[src/rtl/legv8_pkg.sv]
// Shared LEGv8 decode definitions for the decode-side branch logic.
// Holds the control-flow opcode constants, the condition-code and FSM state
// enums, the machine word / instruction width macros, and small helpers that
// classify an instruction word and sign-extend its branch offsets.
`ifndef WORD
`define WORD 64
`endif
`ifndef INSTR_LEN
`define INSTR_LEN 32
`endif

package legv8_pkg;

  // Major opcodes; B/BL use the top 6 bits, the conditional forms the top 8.
  localparam logic [5:0] OP_B     = 6'b000101;
  localparam logic [5:0] OP_BL    = 6'b100101;
  localparam logic [7:0] OP_CBZ   = 8'b10110100;
  localparam logic [7:0] OP_CBNZ  = 8'b10110101;
  localparam logic [7:0] OP_BCOND = 8'b01010100;

  typedef enum logic [3:0] {
    CondEq = 4'd0,
    CondNe = 4'd1,
    CondHs = 4'd2,
    CondLo = 4'd3,
    CondMi = 4'd4,
    CondPl = 4'd5,
    CondVs = 4'd6,
    CondVc = 4'd7,
    CondHi = 4'd8,
    CondLs = 4'd9,
    CondGe = 4'd10,
    CondLt = 4'd11,
    CondGt = 4'd12,
    CondLe = 4'd13,
    CondAl = 4'd14,
    CondNv = 4'd15
  } cond_e;

  typedef enum logic [1:0] {
    StFill   = 2'd0,
    StRun    = 2'd1,
    StSquash = 2'd2
  } state_e;

  // One-hot-or-zero classification of a control-flow instruction.
  typedef struct packed {
    logic b;
    logic bl;
    logic cbz;
    logic cbnz;
    logic bcond;
  } br_dec_t;

  function automatic br_dec_t decode_branch(input logic [`INSTR_LEN-1:0] instr);
    br_dec_t dec;
    dec.b     = (instr[31:26] == OP_B);
    dec.bl    = (instr[31:26] == OP_BL);
    dec.cbz   = (instr[31:24] == OP_CBZ);
    dec.cbnz  = (instr[31:24] == OP_CBNZ);
    dec.bcond = (instr[31:24] == OP_BCOND);
    return dec;
  endfunction

  // imm26 sign-extended and scaled to a byte offset.
  function automatic logic [`WORD-1:0] offset_imm26(input logic [`INSTR_LEN-1:0] instr);
    return {{(`WORD-28){instr[25]}}, instr[25:0], 2'b00};
  endfunction

  // imm19 (bits 23:5) sign-extended and scaled to a byte offset.
  function automatic logic [`WORD-1:0] offset_imm19(input logic [`INSTR_LEN-1:0] instr);
    return {{(`WORD-21){instr[23]}}, instr[23:5], 2'b00};
  endfunction

endpackage

[src/rtl/branch_redirect_cond_eval.sv]
// Condition-code evaluator for B.cond.
// Ports:
//   cond  - 4-bit condition field of the instruction
//   flags - NZCV, N at bit 3, V at bit 0
//   taken - 1 when the condition holds
module cond_eval
  import legv8_pkg::*;
(
  input  logic [3:0] cond,
  input  logic [3:0] flags,
  output logic       taken
);

  logic flag_n;
  logic flag_z;
  logic flag_c;
  logic flag_v;
  logic ge;
  logic hi;
  logic gt;

  assign flag_n = flags[3];
  assign flag_z = flags[2];
  assign flag_c = flags[1];
  assign flag_v = flags[0];
  assign ge     = (flag_n == flag_v);
  assign hi     = flag_c & ~flag_z;
  assign gt     = ~flag_z & ge;

  always_comb begin
    taken = 1'b0;
    unique case (cond_e'(cond))
      CondEq: taken = flag_z;
      CondNe: taken = ~flag_z;
      CondHs: taken = flag_c;
      CondLo: taken = ~flag_c;
      CondMi: taken = flag_n;
      CondPl: taken = ~flag_n;
      CondVs: taken = flag_v;
      CondVc: taken = ~flag_v;
      CondHi: taken = hi;
      CondLs: taken = ~hi;
      CondGe: taken = ge;
      CondLt: taken = ~ge;
      CondGt: taken = gt;
      CondLe: taken = ~gt;
      CondAl: taken = 1'b1;
      CondNv: taken = 1'b1;
      default: taken = 1'b0;
    endcase
  end

endmodule

[src/rtl/branch_redirect.sv]
// Decode-side branch resolution for a LEGv8 pipeline.
// Registers the fetched instruction into the IF/ID register, resolves
// B, BL, CBZ, CBNZ and B.cond in ID, redirects fetch, squashes the single
// wrong-path instruction in the branch shadow and keeps saturating counters.
// Ports:
//   clk, reset      - clock, synchronous active-low reset
//   instruction     - fetched word, aligned with cur_pc
//   cur_pc          - PC of instruction
//   flags           - NZCV from execute
//   rt_zero         - register Rt reads as zero
//   pc_src          - fetch takes branch_target on the next edge
//   branch_target   - redirect address (0 when ID holds no valid branch)
//   id_instr/id_pc  - IF/ID register contents
//   id_valid        - ID entry is real, not a squashed slot
//   link_we         - taken BL in ID, write X30
//   link_data       - id_pc + 4
//   branch_count    - valid control-flow instructions seen (saturating)
//   taken_count     - taken redirects issued (saturating)
`ifndef WORD
`define WORD 64
`endif
`ifndef INSTR_LEN
`define INSTR_LEN 32
`endif

module branch_redirect
  import legv8_pkg::*;
#(
  parameter int unsigned CNT_W = 16
) (
  input  logic                  clk,
  input  logic                  reset,
  input  logic [`INSTR_LEN-1:0] instruction,
  input  logic [`WORD-1:0]      cur_pc,
  input  logic [3:0]            flags,
  input  logic                  rt_zero,
  output logic                  pc_src,
  output logic [`WORD-1:0]      branch_target,
  output logic [`INSTR_LEN-1:0] id_instr,
  output logic [`WORD-1:0]      id_pc,
  output logic                  id_valid,
  output logic                  link_we,
  output logic [`WORD-1:0]      link_data,
  output logic [CNT_W-1:0]      branch_count,
  output logic [CNT_W-1:0]      taken_count
);

  localparam logic [CNT_W-1:0] CntMax = {CNT_W{1'b1}};

  state_e                  state_q, state_d;
  logic [`INSTR_LEN-1:0]   id_instr_q;
  logic [`WORD-1:0]        id_pc_q;
  logic                    id_valid_q, id_valid_d;
  logic [CNT_W-1:0]        branch_count_q, branch_count_d;
  logic [CNT_W-1:0]        taken_count_q, taken_count_d;

  br_dec_t                 dec;
  logic                    is_branch;
  logic                    cond_taken;
  logic                    taken;
  logic                    br_valid;
  logic [`WORD-1:0]        offset;
  logic [`WORD-1:0]        target;

  // ---------------------------------------------------------------------------
  // Decode and target computation from the ID register
  // ---------------------------------------------------------------------------
  assign dec       = decode_branch(id_instr_q);
  assign is_branch = dec.b | dec.bl | dec.cbz | dec.cbnz | dec.bcond;
  assign br_valid  = id_valid_q & is_branch;

  cond_eval u_cond_eval (
    .cond  (id_instr_q[3:0]),
    .flags (flags),
    .taken (cond_taken)
  );

  always_comb begin
    offset = '0;
    taken  = 1'b0;
    if (dec.b || dec.bl) begin
      offset = offset_imm26(id_instr_q);
      taken  = 1'b1;
    end else if (dec.cbz) begin
      offset = offset_imm19(id_instr_q);
      taken  = rt_zero;
    end else if (dec.cbnz) begin
      offset = offset_imm19(id_instr_q);
      taken  = ~rt_zero;
    end else if (dec.bcond) begin
      offset = offset_imm19(id_instr_q);
      taken  = cond_taken;
    end
  end

  // Modulo 2^WORD addition; wrap-around is intended.
  assign target = id_pc_q + offset;

  assign pc_src        = br_valid & taken;
  assign branch_target = br_valid ? target : '0;
  assign link_we       = pc_src & dec.bl;
  assign link_data     = id_pc_q + `WORD'(4);

  assign id_instr      = id_instr_q;
  assign id_pc         = id_pc_q;
  assign id_valid      = id_valid_q;
  assign branch_count  = branch_count_q;
  assign taken_count   = taken_count_q;

  // ---------------------------------------------------------------------------
  // Pipeline FSM: FILL -> RUN, RUN -(taken)-> SQUASH -> RUN
  // ---------------------------------------------------------------------------
  always_comb begin
    state_d    = state_q;
    id_valid_d = 1'b1;
    unique case (state_q)
      StFill: begin
        state_d = StRun;
      end
      StRun: begin
        // The word being fetched now is the wrong-path shadow of a taken branch.
        if (pc_src) begin
          id_valid_d = 1'b0;
          state_d    = StSquash;
        end
      end
      StSquash: begin
        state_d = StRun;
      end
      default: begin
        state_d = StFill;
      end
    endcase
  end

  // ---------------------------------------------------------------------------
  // Saturating statistics; squashed slots never reach here since br_valid=0.
  // ---------------------------------------------------------------------------
  always_comb begin
    branch_count_d = branch_count_q;
    taken_count_d  = taken_count_q;
    if (br_valid && branch_count_q != CntMax) begin
      branch_count_d = branch_count_q + CNT_W'(1);
    end
    if (pc_src && taken_count_q != CntMax) begin
      taken_count_d = taken_count_q + CNT_W'(1);
    end
  end

  always_ff @(posedge clk) begin
    if (!reset) begin
      state_q        <= StFill;
      id_instr_q     <= '0;
      id_pc_q        <= '0;
      id_valid_q     <= 1'b0;
      branch_count_q <= '0;
      taken_count_q  <= '0;
    end else begin
      state_q        <= state_d;
      id_instr_q     <= instruction;
      id_pc_q        <= cur_pc;
      id_valid_q     <= id_valid_d;
      branch_count_q <= branch_count_d;
      taken_count_q  <= taken_count_d;
    end
  end

endmodule

[config.mk]
export PLATFORM = sky130hd
export DESIGN_NAME = branch_redirect
export DESIGN_NICKNAME = d
export VERILOG_FILES = /design/src/rtl/legv8_pkg.sv /design/src/rtl/branch_redirect_cond_eval.sv /design/src/rtl/branch_redirect.sv
export SDC_FILE = /design/constraint.sdc
export NUM_CORES = 1
export LEC_CHECK = 0
export ABC_AREA = 1
export CORE_MARGIN = 1.5
export CORE_UTILIZATION = 35
export CTS_CLUSTER_DIAMETER = 80
export DETAILED_ROUTE_END_ITERATION = 8
export GPL_TIMING_DRIVEN = 0
export PLACE_DENSITY = 0.63
export SLEW_MARGIN = 20
export SYNTH_ARGS = -nofsm -noshare
export SYNTH_HDL_FRONTEND = slang
export SYNTH_SLANG_ARGS = --single-unit
[constraint.sdc]
create_clock -name clk -period 6.9 [get_ports clk]
set_input_delay 1.035 -clock clk [delete_from_list [all_inputs] [get_ports clk]]
set_output_delay 1.035 -clock clk [all_outputs]
set_load 0.005 [all_outputs]
### Yosys cells after proc, flatten, opt, wreduce, memory -nomap -nowiden

Index checks and enable logic that the tools add are counted.

* register bits: 131
* bits in latches: 0
* memory bits (writable): 0
* memory bits (read-only): 0
* input bits: 103
* logic and storage cells: 74
* memories: 0

* add/sub/neg operators: 4
* multipliers: 0
* div/mod/pow operators: 0
* order comparisons: 0
* eq/ne operators: 26
* shift operators: 0
* multiplexer cells: 14
* bitwise gates (word level): 17
* reduce and logical (&&, ||, !) cells: 7

Operator list (count)
* $mux W64: 5
* $add A64 B3 Y64 const B: 1
* $add A64 B64 Y64: 1
* $add A16 B1 Y16 const B: 2
* $eq A4 B4 Y1 const B: 8
* $ne A16 B16 Y1 const B: 2
* $eq A4 B3 Y1 const B: 4
* $eq A8 B8 Y1 const B: 2
* $pmux W1 S15: 1
* $eq A4 B2 Y1 const B: 2
* $eq A8 B7 Y1 const B: 1
* $not A1 Y1: 8
* $eq A6 B3 Y1 const B: 1
* $eq A6 B6 Y1 const B: 1
* $mux W1: 6
* $and A1 B1 Y1: 5
* $eq A4 B1 Y1 const B: 1
* $logic_not A4 Y1: 1
* $or A1 B1 Y1: 4
* $pmux W2 S2: 1
* $reduce_or A2 Y1: 2
* $eq A2 B1 Y1 const B: 1
* $eq A2 B2 Y1 const B: 1
* $logic_and A1 B1 Y1: 2
* other kinds (5): 5

### Logic depth before layout (Yosys ltp)

Gate-level depths: netlist of the first run.

* depth after elaboration: 11
* mapped depth: 26
* depth with buffers taken out: 24

### Cells and area by module

Synthesis of the first run repeated with hierarchy kept, for this count alone.

* cell total of the unflattened synthesis: 2389
* area, all modules: 13070.0 um^2

Modules (own cells, without submodules)
* branch_redirect: instances 1, cells an instance 2338, area each 12857.3 um^2, sequential area each 2622.5 um^2
* cond_eval: instances 1, cells an instance 51, area each 212.7 um^2, sequential area each 0.0 um^2

### Least setup slack after synthesis of the first run

No wires, ideal clock.

* path type: reg2out
* from: register id_instr_q[30], in the netlist id_instr[30]
* to: output port branch_target[40]
* arrival: 3222 ps
* required time: 5865 ps
* setup slack: 2643 ps
* stages on the path, launching flop included: 23
* buffers on the path: 2
* cells stage by stage: dfxtp_1 inv_1 nand4_2 inv_2 nor2_1 nand3_1 inv_2 clkbuf_1 buf_1 a21oi_1 ha_1 fa_1 nand2_1 inv_1 nand2_1 nand2_1 a21oi_1 o21ai_1 nand2_1 nand2_1 a21oi_1 nor2_1 nor2_1

* cells in the longest elaborated chain, start to end: 7
* elaborated cells between the ends (all ways): 17
* classes of those cells: 1 x add/sub; 5 x eq/ne; 5 x mux; 5 x bitwise; 1 x reduce/logical

RTL lines
* from (decl): line branch_redirect.sv:51 `` logic [`INSTR_LEN-1:0] id_instr_q; ``
* from (signal assigned): line branch_redirect.sv:160 `id_instr_q <= instruction;`
* $eq A8 B7 Y1 (tied with other cells): line legv8_pkg.sv:61 `dec.bcond = (instr[31:24] == OP_BCOND);`
* $mux W64 or $or A1 B1 Y1 (tied branches): line branch_redirect.sv:90, branch_redirect.sv:69
* $mux W64 or $or A1 B1 Y1 (tied branches): line branch_redirect.sv:87, branch_redirect.sv:69
* $mux W64 or $or A1 B1 Y1 (tied branches): line branch_redirect.sv:84, branch_redirect.sv:69
* $mux W64 or $or A1 B1 Y1 (tied branches): line branch_redirect.sv:81, branch_redirect.sv:69
* $add A64 B64 Y64 or $and A1 B1 Y1 (tied branches): line branch_redirect.sv:97, branch_redirect.sv:70
* $mux W64 (*): line branch_redirect.sv:100 `assign branch_target = br_valid ? target : '0;`
* to (decl): line branch_redirect.sv:38 `` output logic [`WORD-1:0] branch_target, ``

Every way passes the cells marked *; elsewhere a longest branch is shown, timed or not.

### Worst setup path in the final report of the first run

* from: register id_instr_q[30], in the netlist id_instr[30]
* to: output port branch_target[55]

The elaborated chain is that of the path after synthesis.

==> results of run 1 <==
logic make-up (layout without fill, tap and decap cells):
group	Yosys count	count (layout)	synth area share, %
adders and majority gates	79	79	8.58
AOI/OAI and AO/OA	318	318	14.5
xor gates and xnor gates	93	93	7.02
buffers and inverters	370	762	12.2
DFF	131	131	22.6
and+or+nand+nor	937	937	35.1
state kept, by name, summed over array words and instances, names as in the netlist:
| signal | flops |
|---|---|
| id_pc | 64 |
| id_instr | 32 |
| branch_count | 16 |
| taken_count | 16 |
| state_q | 2 |
| id_valid | 1 |
cell usage after synthesis (all sizes together):
cell type  instances
nand2            477
inv              335
nor2             250
a21oi            180
dfxtp            131
o21ai             98
ha                78
nand3             77
xor2              60
nor3              57
nand4             55
xnor2             33
clkbuf            19
buf               16
o21bai            13
a31oi             11
nor4               8
a21o               7
nand3b             5
a21boi             3
nor3b              3
o21a               3
a211oi             2
and3               2
or2                2
and2               1
fa                 1
o211ai             1
metal layers:
layer	wire [um]	vias to the layer above	GRT usage, %
li1	-	6929	-
met1	23100	6448	40.9
met2	22600	532	47.0
met3	3560	53	4.66
met4	1170	0	8.81
met5	0	-	0
stage by stage:
step | cells | hold WS [ns] | setup slack (ns) | instance area [um2]
4_1_cts | 2762 | 0.436 | 0.679 | 16300
3_5_place_dp | 2730 | 0.426 | 1.20 | 15800
3_3_place_gp | 2730 | 0.421 | 0.788 | 15800
6_report | 2762 | 0.435 | 0.557 | 16300
2_1_floorplan | 1928 | 0.412 | 2.64 | 11600
5_1_grt | 2762 | 0.475 | 0.146 | 16300
final cells by class:
type / instances / share of cell area, %
multi-input combinational: 1427 / 46.3
inverter: 335 / 7.70
tap: 442 / 3.39
clock inverter: 14 / 0.889
buffer: 35 / 0.996
timing repair buffer: 360 / 22.1
clock buffer: 18 / 2.63
sequential: 131 / 16.1
worst max-delay path by stage:
stage                 start                 to  slack, ns  depth (start not counted)
4_1_cts        id_instr[28]  branch_target[46]       0.68                         18
6_report       id_instr[30]  branch_target[55]       0.56                         21
2_1_floorplan  id_instr[30]  branch_target[40]       2.64                         22
3_5_place_dp   id_instr[28]  branch_target[46]       1.20                         18
5_1_grt        id_instr[30]  branch_target[55]       0.15                         21
3_3_place_gp   id_instr[28]  branch_target[46]       0.79                         18
critical path: stages, from the launching register on:
cell and delay [ns]:
dfxtp_1 0.38, inv_1 0.07, nand4_2 0.21, inv_2 0.07, nor2_1 0.11, nand3_1 0.21
inv_2 0.15, clkbuf_1 0.40, buf_1 0.39, a21oi_1 0.11, ha_1 0.40, nand2_1 0.13
nor2_1 0.27, nand4_1 0.11, o21ai_0 0.52, nand2_1 0.11, nand2_1 0.21, nand2_1 0.13
nand4_1 0.09, nand2_1 0.06, nor2_1 0.16, clkdlybuf4s50_1 0.56
report_power, final:
| part | switching, mW | internal, mW | total, mW |
|---|---|---|---|
| clock | 0.390 | 0.506 | 0.897 |
| sequential | 0.0624 | 0.788 | 0.850 |
| combinational | 0.164 | 0.190 | 0.354 |
| total | 0.617 | 1.48 | 2.10 |
==> impl_metrics.env, run 1 <==
export IMPL_yosysSeqAreaShare_pct=22.6
export IMPL_drv_slew=0
export IMPL_layout_commonest_cell="nand2_1"
export IMPL_clkLatencyLatePin_ns=0.45
export IMPL_area_growth_pct=40.8
export IMPL_synth_area_um2=11600
export IMPL_rsz0062_at_grt="no"
export IMPL_cts_setup_buffers=0
export IMPL_utilization_pct=50.1
export IMPL_post_cts_resized=0
export IMPL_grt_first_pass_wirelength_mm=75.8
export IMPL_min_delay_start="state_q[0]"
export IMPL_cap_violations=0
export IMPL_htree_levels=4
export IMPL_drive_gt1_share_pct=3.53
export IMPL_path_clk_slew_ns=0.07
export IMPL_critPathKind="flip-flop to output port"
export IMPL_cts_tree="built"
export IMPL_final_setup_tns_ns=0
export IMPL_peakVddDrop_mv=0.186
export IMPL_setup_viol=0
export IMPL_fin_skew_ns=0.0130
export IMPL_dpl_hpwl_mm=42.8
export IMPL_reg2regPathDepth=12
export IMPL_syn_mean_instance_area_um2=6.02
export IMPL_cp_end_kind="output port"
export IMPL_post_route_period_util_pct=91.9
export IMPL_clock_fmax_mhz=158
export IMPL_yosysWarnings=0
export IMPL_synthCells=1928
export IMPL_tightest_slew_ns=0.732
export IMPL_worst_setup_path_start_kind="flip-flop"
export IMPL_multi_input_area_um2=7560
export IMPL_firstDrtPassIters=5
export IMPL_nFillCells=3476
export IMPL_die_area_um2=34300
export IMPL_portBuffers=360
export IMPL_antenna_found_initial=0
export IMPL_diodes=0
export IMPL_power_leakage_nw=7.34
export IMPL_power_mw=2.10
export IMPL_power_density_nw_per_um2=129
export IMPL_avgViaCountPerCell=5.06
export IMPL_core_um2=32600
export IMPL_synth_top_area_cell="dfxtp_1"
export IMPL_syn_num_nets=2110
export IMPL_status="finished, final reports clean"
export IMPL_fin_nets=2489
export IMPL_grt_overflow_total=0
export IMPL_holdPathStages=1
export IMPL_ant_nets=0
export IMPL_clk_path_buf_depth=2
export IMPL_grt_max_degree=40
export IMPL_ys_ff_latch=131
export IMPL_r2r_slack_ns=4.48
export IMPL_clock_sinks=131
export IMPL_place_congestion=0.976
export IMPL_cts_buffers_inserted=17
export IMPL_drt_wl_total_mm=50.5
export IMPL_die_y_um=185
export IMPL_synth_cell_types=46
export IMPL_grt_pass1_vias=13300
export IMPL_worstPathMaxFanout=10
export IMPL_pin_count=362
export IMPL_hold_viol=0
export IMPL_vias=14000
export IMPL_hp_class="flip-flop to flip-flop"
export IMPL_die_x_um=185
export IMPL_layout_common_cells="471 x nand2_1, 360 x clkdlybuf4s50_1, 325 x inv_1, 243 x nor2_1, 180 x a21oi_1"
export IMPL_drc=0
export IMPL_initial_utilization_pct=35.6
export IMPL_arrival_ns=5.31
export IMPL_fp_row_count=66
export IMPL_synth_area_top_cells="dfxtp_1 23%, nand2_1 15%, inv_1 11%"
export IMPL_wl_per_cell_um=18.3
export IMPL_reg2reg_from="id_instr[28]"
export IMPL_cts_hold_buf=0
export IMPL_slew_headroom_pct=50.8
export IMPL_dr_first_iter_drc_count=1053
export IMPL_grt_usage_pct=29.5
export IMPL_period_minus_slack_ns=6.34
export IMPL_yosysTopAreaCellShare_pct=22.6
export IMPL_holdPathEnd="state_q[0]"
export IMPL_cp_required_ns=5.86
export IMPL_ff_latch_area_um2=2620
export IMPL_cts_root_buf="clkbuf_16"
export IMPL_reg2reg_to="branch_count[12]"
Power figures use the tool's default switching activity.
==> inputs of run 2 (changes only) <==
--- a/config.mk
+++ b/config.mk
@@ -6,6 +6,7 @@
 export NUM_CORES = 1
 export LEC_CHECK = 0
 export ABC_AREA = 1
+export CAP_MARGIN = 40
 export CORE_MARGIN = 1.5
 export CORE_UTILIZATION = 35
 export CTS_CLUSTER_DIAMETER = 80
==> results of run 2 <==
No change in the layout: final DEF, timing and power equal those of run 1.
==> inputs of run 3 (changes only) <==
--- a/config.mk
+++ b/config.mk
@@ -6,6 +6,7 @@
 export NUM_CORES = 1
 export LEC_CHECK = 0
 export ABC_AREA = 1
+export ABC_CLOCK_PERIOD_IN_PS = 6900
 export CAP_MARGIN = 40
 export CORE_MARGIN = 1.5
 export CORE_UTILIZATION = 35
==> results of run 3 <==
No change in the layout: final DEF, timing and power equal those of run 1.
